--- config.mk ---
export PLATFORM = sky130hd
export DESIGN_NAME = ysyx_22041211_ifu_flat
export DESIGN_NICKNAME = d
export VERILOG_FILES = /design/src/rtl/ysyx_22041211_ifu_pkg.sv /design/src/rtl/ysyx_22041211_ifu_if.sv /design/src/rtl/ysyx_22041211_pc_reg.sv /design/src/rtl/ysyx_22041211_ifu.sv /design/src/flat_wrapper.sv
export SDC_FILE = /design/constraint.sdc
export NUM_CORES = 1
export LEC_CHECK = 0
export CORE_AREA = 5 5 117 119
export CTS_CLUSTER_DIAMETER = 60
export CTS_CLUSTER_SIZE = 12
export DETAILED_ROUTE_END_ITERATION = 10
export DIE_AREA = 0 0 122 124
export MAX_ROUTING_LAYER = met4
export PLACE_DENSITY = 0.84
export SYNTH_ARGS = -nofsm -noshare
export SYNTH_HDL_FRONTEND = slang
export SYNTH_SLANG_ARGS = --single-unit
--- constraint.sdc ---
create_clock -name clk -period 4.6 [get_ports clk]
set_input_delay 0.69 -clock clk [delete_from_list [all_inputs] [get_ports clk]]
set_output_delay 0.69 -clock clk [all_outputs]
set_load 0.01 [all_outputs]
--- src/rtl/ysyx_22041211_ifu_pkg.sv ---
// Shared types and constants for the ysyx_22041211 instruction fetch unit.
package ysyx_22041211_ifu_pkg;

  localparam logic [31:0] IFU_RESET_PC = 32'h8000_0000;
  localparam logic [1:0]  RESP_OKAY    = 2'b00;

  typedef enum logic [1:0] {
    ST_IDLE = 2'd0,
    ST_ADDR = 2'd1,
    ST_DATA = 2'd2,
    ST_OUT  = 2'd3
  } ifu_state_e;

endpackage

--- src/rtl/ysyx_22041211_ifu_if.sv ---
// IFU bus bundle: instruction read channel, decoder handshake and redirect port.
interface ysyx_22041211_ifu_if;
  logic [31:0] araddr_o;
  logic        arvalid_o;
  logic        arready_i;
  logic [31:0] rdata_i;
  logic [1:0]  rresp_i;
  logic        rvalid_i;
  logic        rready_o;
  logic [31:0] inst_o;
  logic [31:0] pc_o;
  logic        fault_o;
  logic        valid_o;
  logic        ready_i;
  logic        redirect_i;
  logic [31:0] redirect_pc_i;

  modport master (
    output araddr_o, arvalid_o, rready_o, inst_o, pc_o, fault_o, valid_o,
    input  arready_i, rdata_i, rresp_i, rvalid_i, ready_i, redirect_i, redirect_pc_i
  );

  modport slave (
    input  araddr_o, arvalid_o, rready_o, inst_o, pc_o, fault_o, valid_o,
    output arready_i, rdata_i, rresp_i, rvalid_i, ready_i, redirect_i, redirect_pc_i
  );
endinterface

--- src/rtl/ysyx_22041211_pc_reg.sv ---
// Architectural fetch PC: loads on redirect, otherwise advances by 4 on accept.
module ysyx_22041211_pc_reg
  import ysyx_22041211_ifu_pkg::*;
#(
  parameter logic [31:0] RESET_PC = IFU_RESET_PC
) (
  input  logic        clk,
  input  logic        rst,
  input  logic        load_i,
  input  logic [31:0] load_pc_i,
  input  logic        inc_i,
  output logic [31:0] pc_o
);

  logic [31:0] pc_q;

  // Redirect has priority over the increment.
  always_ff @(posedge clk) begin
    if (rst) begin
      pc_q <= RESET_PC;
    end else if (load_i) begin
      pc_q <= load_pc_i;
    end else if (inc_i) begin
      pc_q <= pc_q + 32'd4;
    end
  end

  assign pc_o = pc_q;

endmodule

--- src/rtl/ysyx_22041211_ifu.sv ---
// Instruction fetch unit: single outstanding read, registered outputs, redirect squash.
module ysyx_22041211_ifu
  import ysyx_22041211_ifu_pkg::*;
#(
  parameter logic [31:0] RESET_PC = IFU_RESET_PC
) (
  input  logic                        clk,
  input  logic                        rst,
  ysyx_22041211_ifu_if.master         bus
);

  ifu_state_e  state_q;
  logic [31:0] req_addr_q;
  logic        drop_q;
  logic [31:0] inst_q;
  logic [31:0] pc_out_q;
  logic        fault_q;
  logic [31:0] pc;
  logic [31:0] pc_plus4;
  logic        accept;

  assign accept   = (state_q == ST_OUT) && bus.ready_i && !bus.redirect_i;
  assign pc_plus4 = pc + 32'd4;

  ysyx_22041211_pc_reg #(
    .RESET_PC (RESET_PC)
  ) u_pc_reg (
    .clk       (clk),
    .rst       (rst),
    .load_i    (bus.redirect_i),
    .load_pc_i (bus.redirect_pc_i),
    .inc_i     (accept),
    .pc_o      (pc)
  );

  always_ff @(posedge clk) begin
    if (rst) begin
      state_q    <= ST_IDLE;
      req_addr_q <= RESET_PC;
      drop_q     <= 1'b0;
      inst_q     <= '0;
      pc_out_q   <= '0;
      fault_q    <= 1'b0;
    end else begin
      unique case (state_q)
        ST_IDLE: begin
          req_addr_q <= pc;
          state_q    <= ST_ADDR;
          if (bus.redirect_i) drop_q <= 1'b1;
        end
        ST_ADDR: begin
          if (bus.redirect_i) drop_q <= 1'b1;
          if (bus.arready_i)  state_q <= ST_DATA;
        end
        ST_DATA: begin
          // A redirect coinciding with the response squashes it directly,
          // so the flag never needs setting for that beat.
          if (bus.rvalid_i) begin
            if (bus.redirect_i) begin
              drop_q     <= 1'b0;
              req_addr_q <= bus.redirect_pc_i;
              state_q    <= ST_ADDR;
            end else if (drop_q) begin
              drop_q     <= 1'b0;
              req_addr_q <= pc;
              state_q    <= ST_ADDR;
            end else begin
              inst_q   <= bus.rdata_i;
              pc_out_q <= req_addr_q;
              fault_q  <= (bus.rresp_i != RESP_OKAY);
              state_q  <= ST_OUT;
            end
          end else if (bus.redirect_i) begin
            drop_q <= 1'b1;
          end
        end
        ST_OUT: begin
          if (bus.redirect_i) begin
            req_addr_q <= bus.redirect_pc_i;
            state_q    <= ST_ADDR;
          end else if (bus.ready_i) begin
            req_addr_q <= pc_plus4;
            state_q    <= ST_ADDR;
          end
        end
        default: state_q <= ST_IDLE;
      endcase
    end
  end

  assign bus.araddr_o  = req_addr_q;
  assign bus.arvalid_o = (state_q == ST_ADDR);
  assign bus.rready_o  = (state_q == ST_DATA);
  assign bus.valid_o   = (state_q == ST_OUT);
  assign bus.inst_o    = inst_q;
  assign bus.pc_o      = pc_out_q;
  assign bus.fault_o   = fault_q;

endmodule
--- src/flat_wrapper.sv ---
// flat-port wrapper written by rule: the top's interface ports become plain ports
module ysyx_22041211_ifu_flat import ysyx_22041211_ifu_pkg::*;
#(
  parameter logic [31:0] RESET_PC = IFU_RESET_PC
)
  (clk, rst, bus_araddr_o, bus_arvalid_o, bus_rready_o, bus_inst_o, bus_pc_o, bus_fault_o, bus_valid_o, bus_arready_i, bus_rdata_i, bus_rresp_i, bus_rvalid_i, bus_ready_i, bus_redirect_i, bus_redirect_pc_i);
  ysyx_22041211_ifu_if bus_i ();
  input  logic clk;
  input  logic rst;
  output wire logic [$bits(bus_i.araddr_o)-1:0] bus_araddr_o;
  output wire logic [$bits(bus_i.arvalid_o)-1:0] bus_arvalid_o;
  output wire logic [$bits(bus_i.rready_o)-1:0] bus_rready_o;
  output wire logic [$bits(bus_i.inst_o)-1:0] bus_inst_o;
  output wire logic [$bits(bus_i.pc_o)-1:0] bus_pc_o;
  output wire logic [$bits(bus_i.fault_o)-1:0] bus_fault_o;
  output wire logic [$bits(bus_i.valid_o)-1:0] bus_valid_o;
  input wire logic [$bits(bus_i.arready_i)-1:0] bus_arready_i;
  input wire logic [$bits(bus_i.rdata_i)-1:0] bus_rdata_i;
  input wire logic [$bits(bus_i.rresp_i)-1:0] bus_rresp_i;
  input wire logic [$bits(bus_i.rvalid_i)-1:0] bus_rvalid_i;
  input wire logic [$bits(bus_i.ready_i)-1:0] bus_ready_i;
  input wire logic [$bits(bus_i.redirect_i)-1:0] bus_redirect_i;
  input wire logic [$bits(bus_i.redirect_pc_i)-1:0] bus_redirect_pc_i;
  assign bus_araddr_o = bus_i.araddr_o;
  assign bus_arvalid_o = bus_i.arvalid_o;
  assign bus_rready_o = bus_i.rready_o;
  assign bus_inst_o = bus_i.inst_o;
  assign bus_pc_o = bus_i.pc_o;
  assign bus_fault_o = bus_i.fault_o;
  assign bus_valid_o = bus_i.valid_o;
  assign bus_i.arready_i = bus_arready_i;
  assign bus_i.rdata_i = bus_rdata_i;
  assign bus_i.rresp_i = bus_rresp_i;
  assign bus_i.rvalid_i = bus_rvalid_i;
  assign bus_i.ready_i = bus_ready_i;
  assign bus_i.redirect_i = bus_redirect_i;
  assign bus_i.redirect_pc_i = bus_redirect_pc_i;
  ysyx_22041211_ifu #(.RESET_PC(RESET_PC)) u_core (.clk(clk), .rst(rst), .bus(bus_i));
endmodule
==> impl_metrics.toml <==
[status]
status = "completed"

[sta]
period_share_pct = 70.56
min_period_ns = 3.246
slew_viol_final = 0
clock_skew_ns = 0.007857
setup_viol = 0
tightest_slew_ns = 1.116
tns_ns = 0
max_freq_mhz = 308.1
slew_headroom_pct = 25.63
finalWorstSetupSlack_ns = 1.354
finalHoldViolations = 0
rsz0062_at_grt = "false"

[detailed_routing]
wirelength_um = 19690
drc = 0
ant_nets = 0
drt-pass1-iter-count = 6
vias = 6525
viasPerCell = 5.816
avgRoutedWirePerCell_um = 17.55
drtIter0Drc = 838

[worst_setup_path]
reg2reg_slack_ns = 1.35
crit_fanout = 45
cp-start-kind = "register"
critPathKind = "register to register"
crit_arrival_ns = 3.58
reg2reg_depth = 6
cp-end-kind = "register"
required_ns = 4.94

[clocking]
cts_tree = "built"
post-cts-setup-buffers = 0
cts_inserted_buffers = 17
clkTransAtPathRegs_ns = 0.05
clkLatencyLatePin_ns = 0.42
cts_sinks = 132
cts_root_buf = "clkbuf_16"
cts-htree-levels = 4
clockBufferDepth = 2
cts_hold_repair.buffers = 0
post_cts_resized = 0

[logic_synthesis]
yosysUniqueCellTypes = 60
synth_nets = 887
synthFlopType = "dfxtp_1"
synth-edff-count = 0
syn_inst = 809
async_flop_share_pct = 0
synth-seq-cells = 132
ys_warn_count = 0
synth_area_um2 = 6332
syn_avg_cell_area_um2 = 7.827
ys_seq_area_share_pct = 41.73

[grt]
grt_usage_pct = 26.38
grt_start_max_net_pins = 104
gr-total-overflow = 0
grt_pass1_wl_um = 30660
grt_antenna_before_repair = 0
grt_pass1_vias = 5912

[die]
fp.coreArea_um2 = 12470
initial_core_util_pct = 50.80
die_w_um = 122
die-area_um2 = 15130
io_pins = 172
fp-row-count = 41
die_h_um = 124

[placed_design]
port_buffers = 171
dp_hpwl_um = 13280
place_ws_ns = 1.400
place.gp.congestion = 0.8761

[final_layout]
final.fill_count = 1041
n_antenna_cell = 0
fin_nets = 1017
drive_gt1_share_pct = 6.105
area_growth_pct = 36.32

[hold_path]
hold_class = "register to register"
hold_depth = 2

[power_and_ir_drop]
power_density_nw_per_um2 = 356.4
p_leak_nw = 2.918
peakVddDrop_mv = 0.2390

[flow_run]
drv_cap = 0
## synthesized netlist by cell type (all sizes together) (3+ instances only)
cell type,instances,area [um^2]
dfxtp,132,2643
nor2,70,262.8
clkbuf,54,202.7
xor2,5,43.79
a311oi,13,113.9
nand2,160,600.6
o221ai,3,26.28
a32oi,3,26.28
buf,16,82.58
nor4,13,127.6
or4,5,41.29
xnor2,12,105.1
nor2b,5,31.28
and4,3,26.28
nand4,11,90.08
o22ai,7,43.79
nand2b,6,37.54
a211oi,26,195.2
and2,5,31.28
o211ai,4,30.03
a221oi,14,122.6
or3,5,31.28
nand3,15,75.07
mux2,4,45.04
a21oi,93,465.5
nor3,30,165.2
o21ai,18,90.08
mux2i,7,70.07
nor3b,3,22.52
a21boi,6,45.05
o31a,3,26.28
a31oi,6,37.54
inv,16,60.06
o21a,4,30.03
and3,7,43.79
ha,6,75.07
## per-stage QoR
stage	power (mW)	hold WS, ns	std cells	area [um^2]	utilization (%)
final	3.076	0.4511	1122	8632	69.25
after global routing	3.199	0.4681	1122	8632	69.25
after CTS	3.087	0.4532	1122	8632	69.25
after detailed placement	1.800	0.4458	1092	8066	64.71
after global placement	1.793	0.4414	1092	8066	64.71
after floorplan	1.545	0.4578	809	6332	-
## logic make-up after synthesis
logic type | after synthesis | share of synthesized area [%]
buf+inv | 86 | 5.453
flops | 132 | 41.73
xor+xnor | 17 | 2.351
mux | 11 | 1.818
compound gates | 216 | 22.09
simple gates | 341 | 25.37
fa+ha+maj | 6 | 1.186
## flip-flops by register name, summed over array words and instances (netlist names)
name / cells
u_core.u_pc_reg.pc_o: 32
u_core.state_q: 2
u_core.bus.araddr_o: 32
u_core.bus.inst_o: 32
u_core.drop_q: 1
u_core.bus.fault_o: 1
u_core.bus.pc_o: 32
## path summary, 6_finish.rpt
check                         endpoint           startpoint
setup / recovery  u_core.bus.inst_o[2]    u_core.state_q[1]
hold / removal     u_core.bus.pc_o[20]  u_core.bus.pc_o[20]
hold reg to reg    u_core.bus.pc_o[20]  u_core.bus.pc_o[20]
setup reg to reg  u_core.bus.inst_o[2]    u_core.state_q[1]
## area by class of cell
cell class / instances / area [um^2] / area share [%]
clock inverter: 3 / 42.54 / 0.4928
sequential: 132 / 2643 / 30.61
clock buffer: 27 / 523.0 / 6.059
timing repair buffer: 181 / 1792 / 20.76
tap: 172 / 215.2 / 2.493
inverter: 16 / 60.06 / 0.6958
multi-input combinational: 591 / 3357 / 38.89
## layout by cell type, fill, tap and decap left out, types with 4 or more instances in the layout
| cell type | netlist | layout |
|---|---|---|
| buf_4 | 0 | 10 |
| nor3_1 | 27 | 27 |
| a311oi_1 | 13 | 13 |
| clkbuf_1 | 54 | 4 |
| a211oi_1 | 26 | 26 |
| nand2b_1 | 6 | 6 |
| clkbuf_8 | 0 | 6 |
| nor4_1 | 7 | 7 |
| o22ai_1 | 7 | 7 |
| nor4_2 | 5 | 4 |
| mux2i_1 | 7 | 7 |
| o211ai_1 | 4 | 4 |
| mux2_2 | 4 | 4 |
| a21oi_1 | 93 | 93 |
| o21a_1 | 4 | 4 |
| or4_1 | 4 | 4 |
| a221oi_1 | 14 | 14 |
| clkbuf_16 | 0 | 17 |
| o21ai_0 | 17 | 17 |
| or3_1 | 5 | 5 |
| a31oi_1 | 6 | 6 |
| nand4_1 | 9 | 9 |
| a21boi_0 | 5 | 5 |
| ha_1 | 6 | 6 |
| nor2b_1 | 5 | 5 |
| nand2_1 | 160 | 159 |
| nor2_1 | 70 | 70 |
| inv_1 | 16 | 16 |
| xnor2_1 | 12 | 12 |
| clkdlybuf4s50_1 | 0 | 169 |
| nand3_1 | 15 | 15 |
| and3_1 | 7 | 7 |
| and2_1 | 5 | 4 |
| dfxtp_1 | 132 | 132 |
| xor2_1 | 5 | 5 |
## critical path, cell delays in order, from the launching register on
cell	delay, ns
dfxtp_1	0.40
ha_1	0.62
nor3b_1	0.70
and2_2	0.82
buf_4	0.38
nand2_1	0.11
a21oi_1	0.12
## where the power goes
group          switching, mW  internal, mW
Sequential            0.0790          1.21
Combinational          0.252         0.242
Clock                  0.469         0.823
Total                  0.799          2.28
## layer usage
layer  wire length (um)  track usage [%]  part of all wire (%)
met3               2138            7.175                    11
met5                  0                -                     0
met1               8239            34.15                    42
met2               8841            40.26                    45
met4                473            8.683                   2.4
Note: power is estimated with default switching activity, not from simulation.
